--- src/rtl/spi_master_ctrl.sv ---
// spi_master_ctrl: SPI mode-0 frame sequencer that drives an external N-bit LSB-first shifter.
// It produces SCLK, CS_n, the shifter load/shift enables and the MISO sample, all registered.
module spi_master_ctrl #(
    parameter int N       = 20,
    parameter int CLK_DIV = 4
) (
    input  logic i_clk_p,
    input  logic i_rst_n,
    input  logic i_start,
    input  logic i_abort,
    input  logic i_miso,
    input  logic i_sh_bit,
    output logic o_sh_en,
    output logic o_sh_wrt,
    output logic o_sh_bit,
    output logic o_mosi,
    output logic o_sclk,
    output logic o_cs_n,
    output logic o_busy,
    output logic o_done
);
    localparam int DW = $clog2(CLK_DIV + 1);
    localparam int BW = $clog2(N + 1);
    typedef enum logic [2:0] {IDLE, LOAD, SETUP, HIGH, LOW, HOLD} state_t;
    state_t        state_q, state_d;
    logic [DW-1:0] div_q, div_d;
    logic [BW-1:0] bit_q, bit_d;
    logic          sclk_q, cs_n_q, busy_q, done_q, sh_en_q, sh_wrt_q, sh_bit_q;
    logic          last;
    assign last   = div_q == DW'(CLK_DIV - 1);
    assign o_mosi = i_sh_bit;
    always_comb begin
        state_d = state_q;
        div_d   = div_q + DW'(1);
        bit_d   = bit_q;
        case (state_q)
            IDLE: begin
                div_d   = '0;
                state_d = (i_start && !i_abort) ? LOAD : IDLE;
            end
            LOAD: begin
                div_d   = '0;
                bit_d   = '0;
                state_d = SETUP;
            end
            SETUP, LOW: begin
                div_d   = last ? '0 : div_d;
                state_d = last ? HIGH : state_q;
            end
            HIGH: begin
                div_d   = last ? '0 : div_d;
                bit_d   = last ? bit_q + BW'(1) : bit_q;
                state_d = !last ? HIGH : (bit_q == BW'(N - 1)) ? HOLD : LOW;
            end
            HOLD: begin
                div_d   = last ? '0 : div_d;
                state_d = last ? IDLE : HOLD;
            end
            default: begin
                div_d   = '0;
                state_d = IDLE;
            end
        endcase
        if (i_abort && state_q != IDLE) begin
            state_d = IDLE;
            div_d   = '0;
        end
    end
    // Outputs are decoded from the next state so they line up with the state they belong to.
    always_ff @(posedge i_clk_p or negedge i_rst_n) begin
        if (!i_rst_n) begin
            state_q  <= IDLE;
            div_q    <= '0;
            bit_q    <= '0;
            sclk_q   <= 1'b0;
            cs_n_q   <= 1'b1;
            busy_q   <= 1'b0;
            done_q   <= 1'b0;
            sh_en_q  <= 1'b0;
            sh_wrt_q <= 1'b0;
            sh_bit_q <= 1'b0;
        end else begin
            state_q  <= state_d;
            div_q    <= div_d;
            bit_q    <= bit_d;
            sclk_q   <= state_d == HIGH;
            cs_n_q   <= state_d == IDLE || state_d == LOAD;
            busy_q   <= state_d != IDLE;
            done_q   <= state_q == HOLD && state_d == IDLE && !i_abort;
            sh_en_q  <= state_d == LOAD || (state_d == HIGH && div_d == DW'(CLK_DIV - 1));
            sh_wrt_q <= state_d == LOAD;
            sh_bit_q <= (state_d == HIGH && state_q != HIGH) ? i_miso : sh_bit_q;
        end
    end
    assign o_sclk   = sclk_q;
    assign o_cs_n   = cs_n_q;
    assign o_busy   = busy_q;
    assign o_done   = done_q;
    assign o_sh_en  = sh_en_q;
    assign o_sh_wrt = sh_wrt_q;
    assign o_sh_bit = sh_bit_q;
endmodule

--- config.mk ---
export PLATFORM = sky130hd
export DESIGN_NAME = spi_master_ctrl
export DESIGN_NICKNAME = d
export VERILOG_FILES = /design/src/rtl/spi_master_ctrl.sv
export SDC_FILE = /design/constraint.sdc
export NUM_CORES = 1
export LEC_CHECK = 0
export BUFFER_PORTS_ARGS = -buffer_cell sky130_fd_sc_hd__buf_2
export CORE_ASPECT_RATIO = 2
export CORE_MARGIN = 4
export CORE_UTILIZATION = 30
export CTS_BUF_LIST = sky130_fd_sc_hd__clkbuf_4
export CTS_CLUSTER_SIZE = 10
export DETAILED_ROUTE_END_ITERATION = 10
export GPL_TIMING_DRIVEN = 0
export PLACE_DENSITY = 0.5
export SYNTH_ARGS = -nofsm -noshare
export SYNTH_HDL_FRONTEND = slang
export SYNTH_SLANG_ARGS = --single-unit
export TNS_END_PERCENT = 5
--- constraint.sdc ---
create_clock -name i_clk_p -period 2.64 [get_ports i_clk_p]
set_clock_uncertainty 0.05 [all_clocks]
set_input_delay 0.528 -clock i_clk_p [delete_from_list [all_inputs] [get_ports i_clk_p]]
set_output_delay 0.528 -clock i_clk_p [all_outputs]
set_load 0.01 [all_outputs]
=== After elaboration in Yosys (flattened, before gate mapping) ===
Cells that the tools add are included.

* Register bits: 18
* Input port bits: 6
* Output and inout port bits: 8
* Logic and storage cells: 53

* Add/subtract/negate cells: 2
* Equality and inequality tests: 12
* Muxes and demuxes: 12
* Reductions and logical operators: 17

{| class="wikitable"
|+ Operators with widths
! kind !! count
|-
| 3-bit 2-to-1 mux || 7
|-
| 3-bit by 2-bit == test with 1-bit output (second input constant) || 5
|-
| 3-bit one-hot mux with 5 select lines || 1
|-
| 5-bit one-hot mux with 2 select lines || 1
|-
| 3-bit by 1-bit == test with 1-bit output (second input constant) || 2
|-
| 3-bit == test (second input constant) || 2
|-
| 1-bit logical AND || 6
|-
| 3-bit logical NOT || 2
|-
| 3-bit nonzero test || 2
|-
| 5-bit by 1-bit adder with 5-bit output (second input constant) || 1
|-
| 5-bit == test (second input constant) || 1
|-
| 5-bit 2-to-1 mux || 1
|-
| 4-bit OR reduction || 1
|-
| 3-bit by 1-bit adder with 3-bit output (second input constant) || 1
|-
| 3-bit by 2-bit inequality test with 1-bit output (second input constant) || 1
|-
| 1-bit logical OR || 2
|-
| 1-bit 2-to-1 mux || 2
|-
| 2-bit inequality test (second input constant) || 1
|-
| 2-bit AND reduction || 1
|-
| 2-bit nonzero test || 1
|-
| 2-bit OR reduction || 1
|-
| 1-bit logical NOT || 1
|}

=== Longest topological paths before layout ===
* Depth in word-level cells: 8
* Gate-level depth with buffers: 7
* Mapped depth without buffers: 6

=== Worst setup path before layout ===
Ideal clock, no wire load.

* Path kind: register to register
* Start: register state_q[0]
* End: register sh_bit_q, in the netlist o_sh_bit
* Setup time: 0.128 ns
* Data arrival time: 1.664 ns
* Data required time: 2.462 ns
* Path slack: 0.798 ns
* Stages on the path, launching flop included: 7
* Buffers on the path: 2
* Period minus slack after synthesis: 1.842 ns
* Cells stage by stage: dfrtp_1 -> buf_6 -> or3_1 -> buf_2 -> a21o_4 -> nor3_2 -> mux2_1

* Cells in the longest elaborated chain, start to end: 6
* Elaborated cells on any way between the ends: 15
* Classes of those cells: 7 x eq/ne; 3 x mux; 5 x reduce/logical

{| class="wikitable"
|+ RTL lines
! element !! line !! RTL
|-
| from (decl) || 25 || <nowiki>state_t state_q, state_d;</nowiki>
|-
| from (signal assigned) || 83 || <nowiki>state_q <= state_d;</nowiki>
|-
| 3-bit by 2-bit == test with 1-bit output or 3-bit == test (tied branches) || 36 || <nowiki>case (state_q)</nowiki>
|-
| 2-bit OR reduction || 36 ||
|-
| 3-bit one-hot mux with 5 select lines || 36 ||
|-
| 3-bit 2-to-1 mux || 64 || <nowiki>if (i_abort && state_q != IDLE) begin</nowiki>
|-
| 3-bit by 2-bit == test with 1-bit output || 92 || <nowiki>sh_bit_q <= (state_d == HIGH && state_q != HIGH) ? i_miso : sh_bit_q;</nowiki>
|-
| 1-bit logical AND (*) || 92 ||
|-
| to (signal assigned) || 92 ||
|-
| to (decl) || 28 || <nowiki>logic sclk_q, cs_n_q, busy_q, done_q, sh_en_q, sh_wrt_q, sh_bit_q;</nowiki>
|}

Mark *: on every way between the ends. The rest lies on a longest branch, timed or not.
A chain may end at the register's enable or synchronous reset.

=== Final worst setup path ===
* Start: register state_q[2]
* End: register sh_bit_q, in the netlist o_sh_bit

The elaborated chain is that of the path after synthesis.

==> results_dict.tcl <==
set metrics [dict create \
    crit_type "reg2reg" \
    clock_sinks 18 \
    core-area_um2 2940 \
    grt_usage 0.104 \
    ant_nets 0 \
    status "complete, no violations" \
    synthTopCellsByArea "dfrtp_1 (46%), ha_1 (4.1%), nand2_1 (3.7%)" \
    ys.warnings.count 0 \
    hold_viol 0 \
    overflow 0 \
    max_cap_viol_count 0 \
    synthCells 85 \
    drt_iter0_markers 42 \
    tns_ns 0 \
    clk_root_buffer_cell "clkbuf_4" \
    syn_nets 94 \
    via_count 686 \
    drt-total-wl_um 1810 \
    synth_top_family_by_area "simple AND/OR/NAND/NOR gates" \
    path_cells "or3_1 > buf_2 > a21o_4 > nor3_2 > mux2_1" \
    postCtsSetupRepairBufs 0 \
    grt_first_pass_wirelength_um 2990 \
    dr.pass1.iters 4 \
    synth-seq-cells 18 \
    cts_resized 0 \
    htree_levels 1 \
    synth_fa_ha_area_frac 0.0410 \
    cts.reportedPaths.clkPinSlew_ns 0.10 \
    synth_area_um2 916 \
    worstPathArrival_ns 2.10 \
    maxSlewHeadroom 0.511 \
    cts_tree "yes" \
    synth-simple-area-share 0.247 \
    drive_above_1_share 0.228 \
    worstSkewPairLatency_ns 0.29 \
    place.gp.congestion 0.815 \
    dieArea_um2 4050 \
    yosys.area.top_type "dfrtp_1" \
    cp_slowest_cell "dfrtp_1" \
    yosysUniqueCellTypes 39 \
    vdd_drop_max_uv 257 \
    num_rows 28 \
    p_leak_uw 0.000512 \
    p_per_area_nw_per_um2 819 \
    yosysSeqAreaShare 0.493 \
    synth_xor_area_frac 0.0287 \
    tightest_slew_ns 0.734 \
    dieHeight_um 86.1 \
    drcViolationCount 0 \
    fmax_ghz 0.510 \
    wl_per_cell_um 13.8 \
    cts_buffers 3 \
    final_net_count 111 \
    cts_hold_buf 0 \
    area_growth_pct 13.5 \
    max_stage_delay_ns 0.49 \
    rsz0062_at_grt "no" \
    path_max_fanout 10 \
    initial_utilization 0.311 \
    synth_mux_area_frac 0.0342 \
    place_area_um2 1010 \
    worst_ep_required_time_ns 2.78 \
    cp-start-kind "register" \
    reg2regPathDepth 5 \
    setup_viol 0 \
    dpl.hpwl_um 1430 \
    die_w_um 47.1 \
    hp-class "in2async" \
    io_buffers 12 \
    end_kind "register" \
    fin_crit_sh 0.743 \
    grt_max_degree 19 \
    first_global_vias 664 \
    io_pins 14 \
    antenna_found_initial 0 \
    synth_area_per_cell_um2 10.8 \
    fin_crit_ns 1.96 \
    slew_violations 0 \
    stdcell_area_um2 1040 \
    synth_top_area_share 0.464 \
    synth_compound_area_frac 0.117 \
    clockBufferDepth 2 \
    via_per_inst 5.24 \
    num_antenna_cells 0 \
]
-- synthesized netlist by cell type (all sizes together) --
| cell | count |
|---|---|
| a211oi | 1 |
| nor2 | 2 |
| nand3b | 1 |
| ha | 3 |
| nand2 | 9 |
| and4b | 1 |
| o21bai | 2 |
| or3b | 1 |
| and3 | 1 |
| a2bb2oi | 1 |
| buf | 3 |
| and2 | 2 |
| nor3b | 3 |
| dfrtp | 17 |
| nor4b | 1 |
| xnor2 | 2 |
| a221oi | 1 |
| nand4 | 2 |
| clkbuf | 1 |
| nor3 | 4 |
| nand4b | 1 |
| xor2 | 1 |
| nand2b | 2 |
| mux2i | 2 |
| o21ai | 4 |
| mux2 | 1 |
| a21oi | 4 |
| nor4bb | 1 |
| or3 | 1 |
| nor2b | 1 |
| and3b | 2 |
| nand3 | 2 |
| a21o | 2 |
| dfstp | 1 |
| inv | 2 |
-- cell usage in the layout, fill, tap and decap left out, types with 2 or more instances in the layout --
master,instances
xnor2_1,2
clkbuf_4,3
buf_2,13
nand3_1,2
nand2b_1,2
nor3b_1,3
a21oi_1,4
mux2i_1,2
o21ai_0,4
inv_1,2
nor2_1,2
and2_1,2
nand4_1,2
ha_1,3
nor3_1,3
dfrtp_1,17
and3b_1,2
nand2_1,9
o21bai_1,2
-- path summary, 6_finish.rpt --
path                            end       start  slack, ns
setup / recovery           o_sh_bit  state_q[2]       0.68
hold / removal             bit_q[0]     i_rst_n        0.1
setup reg to reg           o_sh_bit  state_q[2]       0.68
hold reg to reg            div_q[0]    div_q[0]       0.43
max in group asynchronous    o_cs_n     i_rst_n       2.11
min in group i_clk_p       o_sh_bit      i_miso       0.40
-- cells by family after synthesis --
kind of cell	count (synthesis)
AND/OR/NAND/NOR	37
flip-flops	18
AO/OA/AOI/OAI	15
buffers and inverters	6
XOR/XNOR	3
multiplexers	3
adder cells (fa/ha/maj)	3
-- where the power goes --
part,total [µW],leakage (µW),internal [µW],switching (µW)
sequential,371,0.000239,342,28.3
clock,142,0.0000154,55.0,87.0
combinational,339,0.000257,140,199
total,851,0.000512,538,314
-- through the flow --
step	total power, µW	worst slack (ns)	util	hold WS (ns)	cells
3_5_place_dp	721	0.669	0.344	0.409	127
5_1_grt	921	0.544	0.353	0.116	131
2_1_floorplan	615	0.798	-	0.182	85
3_3_place_gp	712	0.681	0.344	0.403	127
4_1_cts	866	0.651	0.353	0.108	131
6_report	851	0.678	0.353	0.0987	131
-- final cells by class --
cell class	count	area [µm²]
Fill cell	321	1900
Sequential cell	18	452
Multi-Input combinational cell	61	429
Timing Repair Buffer	12	60.1
Tap cell	30	37.5
Buffer	4	27.5
Clock buffer	3	22.5
Inverter	2	7.51
Clock inverter	1	3.75
-- sequential cells by signal (all words and copies together), names as in the netlist --
signal,cells
o_sh_wrt,1
o_done,1
o_sh_bit,1
o_busy,1
state_q,3
o_cs_n,1
div_q,3
o_sh_en,1
bit_q,5
o_sclk,1
-- layer usage --
layer / global-route usage / vias up / routed length (µm)
met5: 0 / - / 0
met4: 0.0529 / 0 / 51
met3: 0.0189 / 4 / 58
met2: 0.185 / 11 / 1010
met1: 0.106 / 335 / 689
li1: - / 336 / -
-- critical path, delay by kind of cell (launching register included) --
family | cells | cell delay, ns
AO/OA/AOI/OAI | 1 | 0.25
multiplexers | 1 | 0.33
flip-flops | 1 | 0.49
AND/OR/NAND/NOR | 2 | 0.56
buffers and inverters | 1 | 0.17
Note: power is estimated with default switching activity, not from simulation.
